$ cat src/rtl/vsm_keypad_operand_entry_if.sv
// Keypad-to-accumulator signal bundle: row sense, column drive, key code and load/clear strobes.
// master = keypad scanner, slave = keypad matrix / accumulators side.
interface vsm_keypad_operand_entry_if;
  logic [3:0] KeyRow;
  logic [3:0] KeyCol;
  logic [3:0] Kbd;
  logic       LatchA;
  logic       LatchB;
  logic       OperandSel;
  logic       KeyHeld;
  logic       ClearOut;

  modport master (
    input  KeyRow,
    output KeyCol, Kbd, LatchA, LatchB, OperandSel, KeyHeld, ClearOut
  );

  modport slave (
    output KeyRow,
    input  KeyCol, Kbd, LatchA, LatchB, OperandSel, KeyHeld, ClearOut
  );
endinterface

$ cat src/rtl/vsm_keypad_operand_entry.sv
// 4x4 keypad scanner with press/release debounce and alternating A/B operand load strobes.
// Optional CLEAR_KEY_EN: key 4'hF becomes a clear key (ClearOut pulse, OperandSel back to A).
//
// state    | meaning
// S_SCAN   | rotate one-hot column drive, sample rows on last dwell cycle
// S_PRESS  | column frozen, count stable samples of the recorded row pattern
// S_ACCEPT | key code and KeyHeld are valid, strobe follows next cycle
// S_STROBE | one-cycle LatchA/LatchB (or ClearOut) pulse, OperandSel updates
// S_REL    | wait for all rows released for a full debounce window
module vsm_keypad_operand_entry #(
  parameter int SCAN_DWELL      = 4,
  parameter int DEBOUNCE_CYCLES = 16
) (
  input  logic                       MainClock,
  input  logic                       Clear,
  vsm_keypad_operand_entry_if.master bus
);

  localparam int DW_W = $clog2(SCAN_DWELL) + 1;
  localparam int DB_W = $clog2(DEBOUNCE_CYCLES) + 1;
  localparam logic [DW_W-1:0] DW_LAST = DW_W'(SCAN_DWELL - 1);
  localparam logic [DB_W-1:0] DB_LAST = DB_W'(DEBOUNCE_CYCLES - 1);
  localparam logic [DB_W-1:0] DB_TERM = DB_W'(DEBOUNCE_CYCLES);

  typedef enum logic [2:0] {
    S_SCAN   = 3'd0,
    S_PRESS  = 3'd1,
    S_ACCEPT = 3'd2,
    S_STROBE = 3'd3,
    S_REL    = 3'd4
  } state_t;

  state_t          r_state, w_state_nxt;
  logic [3:0]      r_row_s1, r_row_s2;
  logic [1:0]      r_col, w_col_nxt;
  logic [1:0]      r_row_idx, w_row_idx_nxt;
  logic [3:0]      r_row_pat, w_row_pat_nxt;
  logic [DW_W-1:0] r_dwell, w_dwell_nxt;
  logic [DB_W-1:0] r_db_cnt, w_db_cnt_nxt;
  logic [3:0]      r_kbd, w_kbd_nxt;
  logic            r_latch_a, w_latch_a_nxt;
  logic            r_latch_b, w_latch_b_nxt;
  logic            r_opsel, w_opsel_nxt;
  logic            r_key_held, w_key_held_nxt;

  logic [3:0]      w_row_low;
  logic            w_none_low;
  logic            w_one_low;
  logic [1:0]      w_row_enc;
  logic [3:0]      w_code;
  logic            w_clr_key;

  assign w_row_low  = ~r_row_s2;
  assign w_none_low = (w_row_low == 4'b0000);
  assign w_one_low  = !w_none_low && ((w_row_low & (w_row_low - 4'd1)) == 4'b0000);
  assign w_code     = {r_row_idx, r_col};

  always_comb begin
    w_row_enc = 2'd0;
    case (w_row_low)
      4'b0010: w_row_enc = 2'd1;
      4'b0100: w_row_enc = 2'd2;
      4'b1000: w_row_enc = 2'd3;
      default: w_row_enc = 2'd0;
    endcase
  end

  always_comb begin
    w_state_nxt    = r_state;
    w_col_nxt      = r_col;
    w_row_idx_nxt  = r_row_idx;
    w_row_pat_nxt  = r_row_pat;
    w_dwell_nxt    = r_dwell;
    w_db_cnt_nxt   = r_db_cnt;
    w_kbd_nxt      = r_kbd;
    w_opsel_nxt    = r_opsel;
    w_key_held_nxt = r_key_held;

    case (r_state)
      S_SCAN: begin
        if (r_dwell >= DW_LAST) begin
          w_dwell_nxt = '0;
          // Multiple rows low is ambiguous, so it is scanned past like an idle column.
          if (w_one_low) begin
            w_row_idx_nxt = w_row_enc;
            w_row_pat_nxt = r_row_s2;
            w_db_cnt_nxt  = '0;
            w_state_nxt   = S_PRESS;
          end else begin
            w_col_nxt = r_col + 2'd1;
          end
        end else begin
          w_dwell_nxt = r_dwell + DW_W'(1);
        end
      end

      S_PRESS: begin
        if (r_row_s2 != r_row_pat) begin
          w_db_cnt_nxt = '0;
          w_dwell_nxt  = '0;
          w_state_nxt  = S_SCAN;
        end else if (r_db_cnt >= DB_LAST) begin
          // Code is published here so it is stable a full cycle ahead of the strobe.
          w_db_cnt_nxt   = DB_TERM;
          w_key_held_nxt = 1'b1;
          if (!w_clr_key) begin
            w_kbd_nxt = w_code;
          end
          w_state_nxt = S_ACCEPT;
        end else begin
          w_db_cnt_nxt = r_db_cnt + DB_W'(1);
        end
      end

      S_ACCEPT: begin
        w_state_nxt = S_STROBE;
      end

      S_STROBE: begin
        w_db_cnt_nxt = '0;
        w_opsel_nxt  = w_clr_key ? 1'b0 : ~r_opsel;
        w_state_nxt  = S_REL;
      end

      S_REL: begin
        if (!w_none_low) begin
          w_db_cnt_nxt = '0;
        end else if (r_db_cnt >= DB_LAST) begin
          w_db_cnt_nxt   = '0;
          w_key_held_nxt = 1'b0;
          w_col_nxt      = r_col + 2'd1;
          w_dwell_nxt    = '0;
          w_state_nxt    = S_SCAN;
        end else begin
          w_db_cnt_nxt = r_db_cnt + DB_W'(1);
        end
      end

      default: begin
        w_state_nxt  = S_SCAN;
        w_dwell_nxt  = '0;
        w_db_cnt_nxt = '0;
      end
    endcase
  end

  assign w_latch_a_nxt = (w_state_nxt == S_STROBE) && !r_opsel && !w_clr_key;
  assign w_latch_b_nxt = (w_state_nxt == S_STROBE) &&  r_opsel && !w_clr_key;

  always_ff @(posedge MainClock or posedge Clear) begin
    if (Clear) begin
      r_state    <= S_SCAN;
      r_row_s1   <= 4'hF;
      r_row_s2   <= 4'hF;
      r_col      <= 2'd0;
      r_row_idx  <= 2'd0;
      r_row_pat  <= 4'hF;
      r_dwell    <= '0;
      r_db_cnt   <= '0;
      r_kbd      <= 4'h0;
      r_latch_a  <= 1'b0;
      r_latch_b  <= 1'b0;
      r_opsel    <= 1'b0;
      r_key_held <= 1'b0;
    end else begin
      r_row_s1   <= bus.KeyRow;
      r_row_s2   <= r_row_s1;
      r_state    <= w_state_nxt;
      r_col      <= w_col_nxt;
      r_row_idx  <= w_row_idx_nxt;
      r_row_pat  <= w_row_pat_nxt;
      r_dwell    <= w_dwell_nxt;
      r_db_cnt   <= w_db_cnt_nxt;
      r_kbd      <= w_kbd_nxt;
      r_latch_a  <= w_latch_a_nxt;
      r_latch_b  <= w_latch_b_nxt;
      r_opsel    <= w_opsel_nxt;
      r_key_held <= w_key_held_nxt;
    end
  end

`ifdef CLEAR_KEY_EN
  logic r_clear_out;

  assign w_clr_key = (w_code == 4'hF);

  always_ff @(posedge MainClock or posedge Clear) begin
    if (Clear) begin
      r_clear_out <= 1'b0;
    end else begin
      r_clear_out <= (w_state_nxt == S_STROBE) && w_clr_key;
    end
  end

  assign bus.ClearOut = r_clear_out;
`else
  assign w_clr_key    = 1'b0;
  assign bus.ClearOut = 1'b0;
`endif

  assign bus.KeyCol     = ~(4'b0001 << r_col);
  assign bus.Kbd        = r_kbd;
  assign bus.LatchA     = r_latch_a;
  assign bus.LatchB     = r_latch_b;
  assign bus.OperandSel = r_opsel;
  assign bus.KeyHeld    = r_key_held;

endmodule

$ cat src/flat_wrapper.sv
// flat-port wrapper written by rule: the top's interface ports become plain ports
module vsm_keypad_operand_entry_flat 
#(
  parameter int SCAN_DWELL      = 4,
  parameter int DEBOUNCE_CYCLES = 16
)
  (MainClock, Clear, bus_KeyRow, bus_KeyCol, bus_Kbd, bus_LatchA, bus_LatchB, bus_OperandSel, bus_KeyHeld, bus_ClearOut);
  vsm_keypad_operand_entry_if bus_i ();
  input  logic MainClock;
  input  logic Clear;
  input wire logic [$bits(bus_i.KeyRow)-1:0] bus_KeyRow;
  output wire logic [$bits(bus_i.KeyCol)-1:0] bus_KeyCol;
  output wire logic [$bits(bus_i.Kbd)-1:0] bus_Kbd;
  output wire logic [$bits(bus_i.LatchA)-1:0] bus_LatchA;
  output wire logic [$bits(bus_i.LatchB)-1:0] bus_LatchB;
  output wire logic [$bits(bus_i.OperandSel)-1:0] bus_OperandSel;
  output wire logic [$bits(bus_i.KeyHeld)-1:0] bus_KeyHeld;
  output wire logic [$bits(bus_i.ClearOut)-1:0] bus_ClearOut;
  assign bus_i.KeyRow = bus_KeyRow;
  assign bus_KeyCol = bus_i.KeyCol;
  assign bus_Kbd = bus_i.Kbd;
  assign bus_LatchA = bus_i.LatchA;
  assign bus_LatchB = bus_i.LatchB;
  assign bus_OperandSel = bus_i.OperandSel;
  assign bus_KeyHeld = bus_i.KeyHeld;
  assign bus_ClearOut = bus_i.ClearOut;
  vsm_keypad_operand_entry #(.SCAN_DWELL(SCAN_DWELL), .DEBOUNCE_CYCLES(DEBOUNCE_CYCLES)) u_core (.MainClock(MainClock), .Clear(Clear), .bus(bus_i));
endmodule
$ cat config.mk
export PLATFORM = sky130hd
export DESIGN_NAME = vsm_keypad_operand_entry_flat
export DESIGN_NICKNAME = d
export VERILOG_FILES = /design/src/rtl/vsm_keypad_operand_entry_if.sv /design/src/rtl/vsm_keypad_operand_entry.sv /design/src/flat_wrapper.sv
export SDC_FILE = /design/constraint.sdc
export NUM_CORES = 1
export LEC_CHECK = 0
export BUFFER_PORTS_ARGS = -buffer_cell sky130_fd_sc_hd__buf_2
export CAP_MARGIN = 20
export CORE_MARGIN = 2
export CORE_UTILIZATION = 50
export DETAILED_ROUTE_END_ITERATION = 8
export PLACE_DENSITY = 0.77
export SYNTH_ARGS = -nofsm -noshare
export SYNTH_HDL_FRONTEND = slang
export SYNTH_SLANG_ARGS = --single-unit
$ cat constraint.sdc
create_clock -name MainClock -period 2.6 [get_ports MainClock]
set_clock_uncertainty 0.2 [all_clocks]
set_input_delay 0.26 -clock MainClock [delete_from_list [all_inputs] [get_ports MainClock]]
set_output_delay 0.26 -clock MainClock [all_outputs]
set_load 0.1 [all_outputs]
======== Word level (Yosys, flattened, before mapping) ========
Index checks and enable logic that the tools add are counted.
Widths: inputs -> output; s select.
cells by class
  add/subtract/negate cells ............... 4
  $lt $le $gt $ge ......................... 2
  equality and inequality tests ........... 17
  shift-type cells ........................ 1
  mux-type cells .......................... 30
  bitwise gates (word level) .............. 7
  reduce and logical (&&, ||, !) cells .... 17
operators by type and width
  cell                 number
  $mux 3               10
  $mux 5               6
  $pmux 5 s4           1
  $pmux 3 s5           1
  $ne 2x1->1 const B   6
  $pmux 3 s4           1
  $reduce_and 5->1     2
  $eq 3x2->1 const B   3
  $reduce_and 3->1     3
  $logic_not 4->1      2
  $mux 2               4
  $not 4->4            2
  $pmux 2 s3           1
  $add 5x1->5 const B  1
  $ge 5x4->1 const B   1
  $and 4x4->4          1
  $eq 4x2->1 const B   1
  $eq 4x3->1 const B   1
  $eq 4x4->1 const B   1
  $mux 1               4
  $ne 2x2->1 const B   2
  $ne 4x4->1           1
  $not 1->1            4
  $pmux 2 s2           1
  other kinds (14)     18
storage, ports and cells
  register bits ........................... 35
  output and inout bits ................... 13

======== Logic depth before layout (Yosys ltp) ========
  depth after elaboration ................. 10
  gate-level depth with buffers ........... 8

======== Least setup slack after synthesis ========
Ideal clock, no wire load.
  path type ............................... reg2reg
  start ................................... register u_core.r_db_cnt[0]
  end ..................................... register u_core.r_kbd[0] (netlist: u_core.bus.Kbd[0])
  setup time .............................. 0.128 ns
  arrival ................................. 1.782 ns
  required time ........................... 2.272 ns
  slack ................................... 0.490 ns
  cell stages (with the launch flop) ...... 8
  buffers on the path ..................... 0
  clock period less this slack ............ 2.110 ns
  path through ............................ dfrtp_1 ha_1 and3_1 ha_1 nor2_1 and2_0 nor2_4 mux2_1
between the ends
  cells in the longest elaborated chain, start to end .. 2
ends and longest elaborated chain
  item                               line                             RTL
  from (decl)                        vsm_keypad_operand_entry.sv:39   logic [DB_W-1:0] r_db_cnt, w_db_cnt_nxt;
  from (signal assigned)             vsm_keypad_operand_entry.sv:173  r_db_cnt <= w_db_cnt_nxt;
  $ge 5x4->1                         vsm_keypad_operand_entry.sv:102  end else if (r_db_cnt >= DB_LAST) begin
  $reduce_and 3->1 (no source line)  n/a
  to (signal assigned)               vsm_keypad_operand_entry.sv:174  r_kbd <= w_kbd_nxt;
  to (decl)                          vsm_keypad_operand_entry.sv:40   logic [3:0] r_kbd, w_kbd_nxt;
Every way passes these cells.
A chain may end at the register's enable or synchronous reset.

======== Worst setup path in the final report ========
  start ................................... register u_core.r_db_cnt[0]
  end ..................................... register u_core.r_dwell[2]
between the ends
  cells in the longest elaborated chain, start to end .. 3
ends and longest elaborated chain
  item                               line                             RTL
  $ge 5x4->1                         vsm_keypad_operand_entry.sv:128  end else if (r_db_cnt >= DB_LAST) begin
  $ne 2x1->1 (no source line)        n/a
  $reduce_and 4->1 (no source line)  n/a
  to (signal assigned)               vsm_keypad_operand_entry.sv:172  r_dwell <= w_dwell_nxt;
  to (decl)                          vsm_keypad_operand_entry.sv:38   logic [DW_W-1:0] r_dwell, w_dwell_nxt;
Every way passes these cells.

==> flow_results.xml <==
<?xml version="1.0" encoding="UTF-8"?>
<metrics>
  <group name="clock_tree">
    <metric name="clock_tree_from_tritoncts" unit="">done</metric>
    <metric name="clockRootBuffer" unit="">sky130_fd_sc_hd__clkbuf_4</metric>
    <metric name="clock_tree.buffer_depth" unit="">2</metric>
    <metric name="clkSinkCount" unit="">35</metric>
    <metric name="cts_post_setup_buffers_inserted" unit="">0</metric>
    <metric name="clkLatencyLatePin" unit="ps">340</metric>
    <metric name="clk_pin_slew" unit="ps">100</metric>
    <metric name="tritoncts.num_buffers" unit="">5</metric>
    <metric name="ctsHtreeMaxLevel" unit="">2</metric>
  </group>
  <group name="die">
    <metric name="die_h" unit="µm">61.7</metric>
    <metric name="row_count" unit="">20</metric>
    <metric name="dieWidth" unit="µm">61.7</metric>
    <metric name="core_region" unit="µm²">3100</metric>
    <metric name="fp.dieArea" unit="µm²">3810</metric>
    <metric name="ios" unit="">19</metric>
    <metric name="initial_utilization" unit="%">53.7</metric>
  </group>
  <group name="synthesis">
    <metric name="post_synth_main_area_contributors" unit="">sky130_fd_sc_hd__dfrtp_1 (35%), sky130_fd_sc_hd__dfstp_2 (19%), sky130_fd_sc_hd__ha_1 (6.0%), sky130_fd_sc_hd__mux2_1 (2.7%), sky130_fd_sc_hd__mux2_2 (2.7%)</metric>
    <metric name="yosys-mux-area-fraction" unit="%">6.31</metric>
    <metric name="synthArstFlopShare" unit="%">100</metric>
    <metric name="synth_ff_type" unit="">sky130_fd_sc_hd__dfrtp_1</metric>
    <metric name="synth_enable_flop_cells" unit="">0</metric>
    <metric name="synthSimpleGateAreaFrac" unit="%">14.2</metric>
    <metric name="syn-cell-area" unit="µm²">1670</metric>
    <metric name="count_of_state_elements_after_synthesis" unit="">35</metric>
    <metric name="synth_sequential_area_ratio" unit="%">53.5</metric>
    <metric name="synth_top_area_cell" unit="">sky130_fd_sc_hd__dfrtp_1</metric>
    <metric name="ys_warn_count" unit="">0</metric>
    <metric name="synth_top_cell_area_share" unit="%">34.5</metric>
    <metric name="syn-num-nets" unit="">153</metric>
    <metric name="synth_adder_area_share" unit="%">6.01</metric>
    <metric name="synth-xor-area-share" unit="%">4.65</metric>
    <metric name="compound_gate_fraction_of_synth_area" unit="%">10.8</metric>
    <metric name="synth.lib_cells_used.distinct" unit="">46</metric>
    <metric name="dominant_combinational_cell_family_by_area_after_synthesis" unit="">simple AND/OR/NAND/NOR gates</metric>
    <metric name="synth_cells" unit="">139</metric>
    <metric name="syn-mean-instance-area" unit="µm²">12.0</metric>
  </group>
  <group name="power">
    <metric name="power.internal" unit="mW">0.990</metric>
    <metric name="combinational_power_share" unit="%">39.1</metric>
    <metric name="cellPowerDensity" unit="nW/µm²">912</metric>
    <metric name="fin_total_pwr" unit="mW">1.72</metric>
    <metric name="proportion_of_power_drawn_by_flip_flops_and_latches" unit="%">44.8</metric>
    <metric name="peakVddDrop" unit="V">0.000422</metric>
    <metric name="power_switching" unit="mW">0.730</metric>
    <metric name="clk_pwr_share" unit="%">16.1</metric>
    <metric name="leakage" unit="nW">0.911</metric>
    <metric name="switching_share" unit="%">42.4</metric>
  </group>
  <group name="worst_setup_path">
    <metric name="crit_fanout" unit="">6</metric>
    <metric name="cp_top_family" unit="">simple AND/OR/NAND/NOR gates</metric>
    <metric name="cp_data_required_time" unit="ps">2670</metric>
    <metric name="timing.setup.critical_path_class" unit="">reg -&gt; reg</metric>
    <metric name="timing.critical_path.slowest_stage_cell" unit="">sky130_fd_sc_hd__dfrtp_1</metric>
    <metric name="end_kind" unit="">flip-flop</metric>
    <metric name="cp_data_arrival_time" unit="ps">2370</metric>
    <metric name="cp.buffers_inverters" unit="">0</metric>
    <metric name="timing.critical_path.mode_cell" unit="">sky130_fd_sc_hd__ha_1</metric>
    <metric name="crit_path_cell_trace" unit="">ha_1 &gt; and3_1 &gt; ha_1 &gt; nor2_1 &gt; and2_0 &gt; o211ai_1 &gt; nand2_1 &gt; o2bb2ai_1</metric>
    <metric name="cpPeakStageDelay" unit="ps">440</metric>
    <metric name="timing.critical_path.from_type" unit="">flip-flop</metric>
  </group>
  <group name="routing">
    <metric name="met2WireLength" unit="µm">1500</metric>
    <metric name="detail_route.wirelength.met1" unit="µm">1150</metric>
    <metric name="drc" unit="">0</metric>
    <metric name="dr.max_layer_used" unit="">met4</metric>
    <metric name="postRouteAntennaNets" unit="">0</metric>
    <metric name="detailed_route_via_count" unit="">1115</metric>
    <metric name="met3RoutedLength" unit="µm">122</metric>
    <metric name="first_pass_iters" unit="">4</metric>
    <metric name="avgRoutedWirePerCell" unit="µm">13.6</metric>
    <metric name="avgViaCountPerCell" unit="">5.33</metric>
    <metric name="starting_drt_drc_count" unit="">35</metric>
    <metric name="finalWirelength" unit="µm">2850</metric>
  </group>
  <group name="final_layout">
    <metric name="postLayoutCoreUtil" unit="%">60.8</metric>
    <metric name="layout.nets" unit="">178</metric>
    <metric name="filler_cell_count" unit="">289</metric>
    <metric name="antenna-diode-count" unit="">0</metric>
    <metric name="final_area" unit="µm²">1890</metric>
    <metric name="area_delta_synth_final" unit="%">13.1</metric>
    <metric name="drive_above_1_share" unit="%">32.1</metric>
  </group>
  <group name="placement">
    <metric name="routabilityCongestion" unit="">0.885</metric>
    <metric name="dp_hpwl" unit="µm">2100</metric>
    <metric name="place_worst_setup_slack" unit="ps">305</metric>
    <metric name="numPortBuffers" unit="">17</metric>
    <metric name="cell_area_placed" unit="µm²">1780</metric>
  </group>
  <group name="sta">
    <metric name="fin_ws" unit="ps">292</metric>
    <metric name="period_minus_slack" unit="ps">2310</metric>
    <metric name="timing.final.hold_violations" unit="">0</metric>
    <metric name="maxClockFrequency" unit="GHz">0.433</metric>
    <metric name="final_max_slew_viol_count" unit="">0</metric>
    <metric name="final.period_utilization" unit="%">88.8</metric>
    <metric name="setup_repair_after_global_routing_missed_its_margin" unit="">false</metric>
    <metric name="report.final.setup_viol" unit="">0</metric>
    <metric name="setup_total_negative_slack" unit="ps">0</metric>
  </group>
  <group name="grt">
    <metric name="grt_pass1_wl" unit="µm">5000</metric>
    <metric name="grt_overflow_total" unit="">0</metric>
    <metric name="number_of_antenna_violations_at_the_first_check_in_global_routing" unit="">0</metric>
    <metric name="grt_usage" unit="%">19.0</metric>
    <metric name="grt_pass1_vias" unit="">1135</metric>
    <metric name="grt_start_max_net_pins" unit="">36</metric>
  </group>
  <group name="hold_path">
    <metric name="timing.hold.worst.class" unit="">reg -&gt; reg</metric>
  </group>
  <group name="status">
    <metric name="status" unit="">finished clean</metric>
  </group>
  <group name="flow_run">
    <metric name="count_of_maximum_capacitance_violations" unit="">0</metric>
  </group>
</metrics>
[worst register-to-register path: cells and delay by family, from the launching register on]
kind	cells	cell delay, ps
flops	1	440
compound gates	2	320
fa+ha+maj	2	420
simple gates	4	860
[routing by layer]
| layer | GRT usage, % | vias to the layer above |
|---|---|---|
| met2 | 32.2 | 29 |
| met4 | 12.5 | 0 |
| met1 | 21.1 | 548 |
| li1 | - | 528 |
| met3 | 4.76 | 10 |
| met5 | 0 | - |
[power by group through the flow]
stage | logic [mW] | clock network, mW | registers [mW]
6_report | 0.672 | 0.278 | 0.770
5_1_grt | 0.733 | 0.313 | 0.789
4_1_cts | 0.682 | 0.288 | 0.770
3_5_place_dp | 0.675 | 0 | 0.782
3_3_place_gp | 0.641 | 0 | 0.766
2_1_floorplan | 0.585 | 0 | 0.743
[final timing paths]
check,from,to,slack (ps),cells after the start
max reg2reg,u_core.r_db_cnt[0],u_core.r_dwell[2],290,8
max in group asynchronous,Clear,u_core.r_row_s2[3],1530,4
min,u_core.r_row_s1[3],u_core.r_row_s2[3],160,0
max,u_core.r_db_cnt[0],u_core.r_dwell[2],290,8
min in group asynchronous,Clear,u_core.r_db_cnt[0],330,4
min reg2reg,u_core.r_row_s1[3],u_core.r_row_s2[3],160,0
[registers in the layout (all words and copies together), names as in the netlist]
signal	count
u_core.bus.Kbd	4
u_core.bus.KeyHeld	1
u_core.bus.LatchA	1
u_core.bus.LatchB	1
u_core.bus.OperandSel	1
u_core.r_col	2
u_core.r_db_cnt	5
u_core.r_dwell	3
u_core.r_row_idx	2
u_core.r_row_pat	4
u_core.r_row_s1	4
u_core.r_row_s2	4
u_core.r_state	3
[through the flow]
stage               hold slack (ps)  cells
finish                          162    209
global route                    171    209
floorplan                      64.5    139
CTS                             162    209
global placement                146    196
detailed placement              147    196
[cells in the mapped netlist (2+ instances only)]
cell type and count:
sky130_fd_sc_hd__mux2_1 4, sky130_fd_sc_hd__ha_1 8, sky130_fd_sc_hd__a21o_1 2, sky130_fd_sc_hd__nand4b_1 2
sky130_fd_sc_hd__a21oi_1 3, sky130_fd_sc_hd__o21ai_0 5, sky130_fd_sc_hd__buf_4 3, sky130_fd_sc_hd__o31ai_1 2
sky130_fd_sc_hd__dfstp_2 12, sky130_fd_sc_hd__nand2b_1 2, sky130_fd_sc_hd__nor2_1 6, sky130_fd_sc_hd__dfrtp_1 23
sky130_fd_sc_hd__o211ai_1 2, sky130_fd_sc_hd__nand2_2 2, sky130_fd_sc_hd__xnor2_1 2, sky130_fd_sc_hd__nand2_1 12
sky130_fd_sc_hd__xor2_1 5, sky130_fd_sc_hd__mux2_2 4, sky130_fd_sc_hd__nor3_1 2, sky130_fd_sc_hd__o2bb2ai_1 2
sky130_fd_sc_hd__inv_1 11
[cell families (layout without fill, tap and decap cells)]
group	Yosys count	in the layout
compound gates	24	24
simple gates	38	38
buf+inv	16	42
mux	9	9
flops	35	35
fa+ha+maj	8	8
other cells	1	1
xor+xnor	8	8
[layout make-up]
| class | count | area, µm² | area share (%) |
|---|---|---|---|
| clock buffers | 5 | 37.5 | 1.99 |
| multi-input cells | 88 | 703 | 37.3 |
| flip-flops and latches | 35 | 891 | 47.2 |
| inverters | 11 | 41.3 | 2.19 |
| clock inverters | 3 | 15.0 | 0.796 |
| repair buffers | 23 | 143 | 7.56 |
| well taps | 44 | 55.1 | 2.92 |
[repair_timing]
| action | CTS | global route |
|---|---|---|
| endpoints found under the hold margin | 27 | 0 |
| resized for setup | 0 | 0 |
| hold buffers | 5 | 0 |
| endpoints found under the setup margin | 0 | 0 |
[cell usage in the layout, fill, tap and decap left out, drive strengths merged, types with 3 or more instances in the layout]
cell and instances:
a21oi 3, buf 18, clkbuf 5, clkinv 3, dfrtp 23, dfstp 12
dlygate4sd3 5, ha 8, inv 11, mux2 9, nand2 14, nor2 7
nor3 3, o211ai 3, o21ai 5, xnor2 3, xor2 5
Power figures use the tool's default switching activity.
